File: src/rtl/mem_responder.sv
`default_nettype none
// ============================================================================
// Module      : mem_responder
// Description : Word-addressed data-memory responder with a valid/ready
//               request handshake and a fixed number of wait states before
//               each one-cycle response. Misaligned and out-of-range accesses
//               return an error and never touch the array.
//               Optional macro MEM_BYTE_EN adds byte loads/stores (req_byte).
// Revision    : 1.0 - initial release
// ============================================================================
module mem_responder #(
  parameter int ADDR_BITS   = 6,
  parameter int WAIT_CYCLES = 2
) (
  input  logic        clk,
  input  logic        reset,
  input  logic        req_valid,
  output logic        req_ready,
  input  logic        req_we,
`ifdef MEM_BYTE_EN
  input  logic        req_byte,
`endif
  input  logic [31:0] req_addr,
  input  logic [31:0] req_wdata,
  output logic        resp_valid,
  output logic [31:0] resp_rdata,
  output logic        resp_err
);

  typedef enum logic [1:0] {
    S_IDLE = 2'd0,
    S_WAIT = 2'd1,
    S_RESP = 2'd2
  } state_t;

  localparam int         c_depth     = 1 << ADDR_BITS;
  localparam logic [3:0] c_wait_init = (WAIT_CYCLES > 0) ? 4'(WAIT_CYCLES - 1) : 4'd0;

  state_t          r_state;
  state_t          w_next;
  logic [3:0]      r_count;
  logic [3:0]      w_count_next;
  logic [31:0]     r_addr;
  logic [31:0]     r_wdata;
  logic            r_we;
  logic [31:0]     r_mem [c_depth];

  logic            w_accept;
  logic            w_commit;
  logic [31:0]     w_addr;
  logic [31:0]     w_wdata;
  logic            w_we;
  logic [ADDR_BITS-1:0] w_idx;
  logic            w_err;
  logic [31:0]     w_word;
  logic [31:0]     w_rdata;

  assign req_ready  = (r_state == S_IDLE);
  assign resp_valid = (r_state == S_RESP);
  // No transfer may start while reset is held low.
  assign w_accept   = req_valid && req_ready && reset;

  // With zero wait states the commit happens on the accept edge, so the
  // live request is used in IDLE and the latched one afterwards.
  assign w_addr  = (r_state == S_IDLE) ? req_addr  : r_addr;
  assign w_wdata = (r_state == S_IDLE) ? req_wdata : r_wdata;
  assign w_we    = (r_state == S_IDLE) ? req_we    : r_we;
  assign w_idx   = w_addr[ADDR_BITS+1:2];
  assign w_word  = r_mem[w_idx];

`ifdef MEM_BYTE_EN
  logic r_byte;
  logic w_byte;
  assign w_byte  = (r_state == S_IDLE) ? req_byte : r_byte;
  // Byte accesses skip alignment; the range check always applies.
  assign w_err   = (w_addr[31:ADDR_BITS+2] != '0) || (!w_byte && (w_addr[1:0] != 2'b00));
  assign w_rdata = w_byte ? {24'd0, w_word[{w_addr[1:0], 3'b000} +: 8]} : w_word;
`else
  assign w_err   = (w_addr[31:ADDR_BITS+2] != '0) || (w_addr[1:0] != 2'b00);
  assign w_rdata = w_word;
`endif

  // Next-state logic: IDLE -> WAIT (count down) -> RESP -> IDLE.
  always_comb begin
    w_next       = r_state;
    w_count_next = r_count;
    w_commit     = 1'b0;
    case (r_state)
      S_IDLE: begin
        if (w_accept) begin
          if (WAIT_CYCLES == 0) begin
            w_next   = S_RESP;
            w_commit = 1'b1;
          end else begin
            w_next       = S_WAIT;
            w_count_next = c_wait_init;
          end
        end
      end
      S_WAIT: begin
        if (r_count == 4'd0) begin
          w_next   = S_RESP;
          w_commit = 1'b1;
        end else begin
          w_count_next = r_count - 4'd1;
        end
      end
      S_RESP:  w_next = S_IDLE;
      default: w_next = S_IDLE;
    endcase
  end

  // State, request latch and response registers; response holds until next commit.
  always_ff @(posedge clk or negedge reset) begin
    if (!reset) begin
      r_state    <= S_IDLE;
      r_count    <= 4'd0;
      r_addr     <= 32'd0;
      r_wdata    <= 32'd0;
      r_we       <= 1'b0;
`ifdef MEM_BYTE_EN
      r_byte     <= 1'b0;
`endif
      resp_rdata <= 32'd0;
      resp_err   <= 1'b0;
    end else begin
      r_state <= w_next;
      r_count <= w_count_next;
      if (w_accept) begin
        r_addr  <= req_addr;
        r_wdata <= req_wdata;
        r_we    <= req_we;
`ifdef MEM_BYTE_EN
        r_byte  <= req_byte;
`endif
      end
      if (w_commit) begin
        resp_err   <= w_err;
        resp_rdata <= (w_err || w_we) ? 32'd0 : w_rdata;
      end
    end
  end

  // Array write at the commit edge; contents are deliberately not reset.
  always_ff @(posedge clk) begin
    if (w_commit && w_we && !w_err) begin
`ifdef MEM_BYTE_EN
      if (w_byte) begin
        r_mem[w_idx][{w_addr[1:0], 3'b000} +: 8] <= w_wdata[7:0];
      end else begin
        r_mem[w_idx] <= w_wdata;
      end
`else
      r_mem[w_idx] <= w_wdata;
`endif
    end
  end

endmodule
`default_nettype wire

File: config.mk
export PLATFORM = sky130hd
export DESIGN_NAME = mem_responder
export DESIGN_NICKNAME = d
export VERILOG_FILES = /design/src/rtl/mem_responder.sv
export SDC_FILE = /design/constraint.sdc
export NUM_CORES = 2
export LEC_CHECK = 0
export ABC_AREA = 1
export CAP_MARGIN = 40
export CORE_MARGIN = 1
export CORE_UTILIZATION = 55
export DETAILED_ROUTE_END_ITERATION = 10
export GPL_TIMING_DRIVEN = 0
export MAX_ROUTING_LAYER = met4
export PLACE_DENSITY = 0.71
export SYNTH_ARGS = -nofsm -noshare
export SYNTH_HDL_FRONTEND = slang
export SYNTH_SLANG_ARGS = --single-unit
File: constraint.sdc
create_clock -name clk -period 5.95 [get_ports clk]
set_input_delay 1.19 -clock clk [delete_from_list [all_inputs] [get_ports clk]]
set_output_delay 1.19 -clock clk [all_outputs]
set_load 0.02 [all_outputs]
==> metrics.md <==
| Metric | Value |
|---|---|
| Adder-Cell Fraction of Synth Area | `less than 1%` |
| Power Total | `60100 uW` |
| Synthesized area per cell | `10.7 um2` |
| Maximum vdd drop | `around 430 uV` |
| WL/cell | `approximately 28 um` |
| Main combinational cell family by area after synthesis | `simple AND/OR/NAND/NOR gates` |
| Tcrit/Tclk final | `a little over nine tenths` |
| Layout net count | `approximately 9000` |
| # IOs | `approximately 100` |
| Initial core utilization | `approximately 56%` |
| RePlAce Congestion | `between 1 and 1.5` |
| Total Wirelength | `roughly 320000 um` |
| Clock buffer depth | `3` |
| Pwr per Cell Area | `568 nW/um2` |
| Drt drc | `0` |
| Die area | `between 150000 and 200000 um2` |
| RSZ-0062 raised after global routing | `false` |
| Critical path type | `in2reg` |
| Simple-gate share of the synthesized area | `~21%` |
| Clk Latency, worst-skew pair | `900 ps` |
| Standard-cell rows | `between 100 and 150` |
| Htree depth | `4` |
| I/O Buffers | `slightly above 100` |
| Synth top area share | `around 68%` |
| Hold-fix buffers, CTS | `0` |
| Rel. slew slack | `29.9%` |
| Gr usage total | `approximately two fifths` |
| Final hold vios | `0` |
| Leak | `roughly 0.043 uW` |
| Core area | `between 150000 and 200000 um2` |
| Area growth, synth to finish | `17.7%` |
| Multi-input gate area | `21300 um2` |
| Die Y | `between 400 and 500 um` |
| Post-synthesis mux area share | `0.0752%` |
| Worst EP arrival | `between 6000 and 7000 ps` |
| Detailed placement HPWL | `between 200000 and 250000 um` |
| Seq/Total Area, Yosys | `approximately 71%` |
| Peak fanout along the critical path | `19` |
| CP Launch Type | `primary input` |
| Layout cell share with drive strength beyond 1 | `9.97%` |
| Seq. cell area | `64100 um2` |
| Largest net degree at the start of global routing | `69` |
| Antenna violations before repair | `15` |
| First-pass GRT wire length | `444000 um` |
| Post-Syn Instances | `around 8400` |
| Vias | `approximately 68000` |
| Postcts setup bufs | `0` |
| YS warnings | `0` |
| Cts repair resizes | `0` |
| DRT antenna net count | `0` |
| CTS tree | `built` |
| Vias in the first global route | `roughly 63000` |
| Layout filler cell count | `approximately 12000` |
| Reg clk slew, reported paths | `around 60 ps` |
| CP Capture Type | `flop` |
| Largest area contributor in the netlist | `edfxtp_1` |
| Worst Tran Pin Value | `between 1000 and 1500 ps` |
| Max Slew Vio Count | `0` |
| Complex-gate fraction of the synthesized area | `slightly below 2%` |
| Clock root cell | `clkbuf_16` |
| Worst path required time | `6510 ps` |
| Commonest non-fill, non-tap cells in the layout | `nand2_1 (3621), edfxtp_1 (2048), inv_1 (878), nand3_1 (584), o21ai_0 (263)` |
| Final setup violation count | `0` |
| Leading cell type in the layout, fill and taps excluded | `nand2_1` |
| Fmax | `approximately 170 MHz` |
| Syn Nets | `around 8500` |
| XOR/XNOR Fraction of Synth Area | `0%` |
| Post-Syn Area | `~90000 um2` |
| DR vias/cell | `around 6.0` |
| Finished Core Util | `between 60% and 70%` |
| Remaining Overflow, GRT | `0` |
| DRT Pass-1 Iters | `8` |
| Maxcap violations | `0` |
| Die X | `about 410 um` |
| R2R setup slack | `490 ps` |
| DRT iter0 DRCs | `12161` |
| Clk sinks | `between 2000 and 2500` |
| Worst clock skew | `89.6 ps` |
| Status | `finished clean` |
| Top post-synthesis cells by area | `edfxtp_1 (68%), nand2_1 (15%), inv_1 (3.7%), nand3_1 (3.3%), dfrtp_1 (2.9%)` |
| Num CTS Buffers | `about 210` |
| Synth Register Bits | `between 2000 and 2500` |
| Distinct cell type count after synthesis | `30` |
| Final min period | `between 5000 and 6000 ps` |
| Worst hold path class | `in2async` |
## critical path, stage by stage
cell and delay, ps:
clkdlybuf4s50_1 570, inv_1 90, nand2_1 80, nand2_1 450
nor2_4 750, buf_2 590, buf_2 440, nand3_1 720
nor2_4 1090, buf_12 290
## flip-flops by register name, summed over array words and instances (netlist names)
name        count
r_mem        2048
r_addr         32
r_wdata        32
resp_rdata     32
r_count         4
r_state         2
r_we            1
resp_err        1
## worst paths after layout
| kind | endpoint | depth (start not counted) | startpoint |
|---|---|---|---|
| min in group clk | r_count[0] | 1 | r_count[0] |
| worst min-delay path | r_wdata[4] | 1 | reset |
| max in group asynchronous | resp_rdata[5] | 2 | reset |
| worst max-delay path | r_mem[13][29] | 10 | req_addr[4] |
| worst min register to register | r_count[0] | 1 | r_count[0] |
| worst max register to register | r_mem[18][4] | 11 | r_state[1] |
## metrics by stage
| stage | cells | TNS (ps) | setup WS [ps] | hold slack, ps | area (um2) |
|---|---|---|---|---|---|
| 5_1_grt | 11296 | 0 | 322 | 234 | 106000 |
| 4_1_cts | 11280 | 0 | 472 | 189 | 106000 |
| 2_1_floorplan | 8434 | 0 | 1490 | 440 | 89900 |
| 3_3_place_gp | 10696 | - | -5100 | 452 | 93600 |
| 3_5_place_dp | 10886 | -185390 | -366 | 465 | 98600 |
| 6_report | 11302 | 0 | 161 | 212 | 106000 |
## synthesized netlist by cell type (all sizes together)
library cell  number
nand2           3624
edfxtp          2048
inv              879
nand3            584
o21ai            304
buf              295
nor2             258
nand4            127
clkbuf           121
dfrtp            104
a21oi             42
and2              25
nor3               7
mux2               6
a31oi              4
nor4               2
ha                 1
o21a               1
o22ai              1
or2                1
## cell families (layout without fill, tap and decap cells)
group / after synthesis / count (layout)
AND/OR/NAND/NOR: 4628 / 4628
flip-flops: 2152 / 2152
buffers and inverters: 1295 / 1988
AO/OA/AOI/OAI: 352 / 352
multiplexers: 6 / 6
adder cells (fa/ha/maj): 1 / 1
other: 0 / 15
## final cells by class
cell class / count / share of cell area [%]
clock buffer: 300 / 5.57
clock inverter: 94 / 1.06
tap: 2160 / 2.55
timing repair buffer: 299 / 5.02
sequential: 2152 / 60.6
multi-input combinational: 4987 / 20.1
buffer: 416 / 1.95
inverter: 879 / 3.12
antenna: 15 / 0.0355
## layer usage
metal | share of wire [%] | global-route usage [%] | wire [um]
met2 | 42 | 55.1 | 135000
met4 | 7.3 | 23.9 | 23200
met1 | 34 | 50.4 | 109000
met5 | 0 | - | 0
met3 | 16 | 13.3 | 52000
## where the power goes
part	leakage (uW)	internal [uW]	switching, uW
combinational	0.0198	6400	20200
sequential	0.0198	19600	267
clock	0.00342	7670	5960
total	0.0431	33600	26400
No activity file was read; power rests on OpenSTA's default activity.
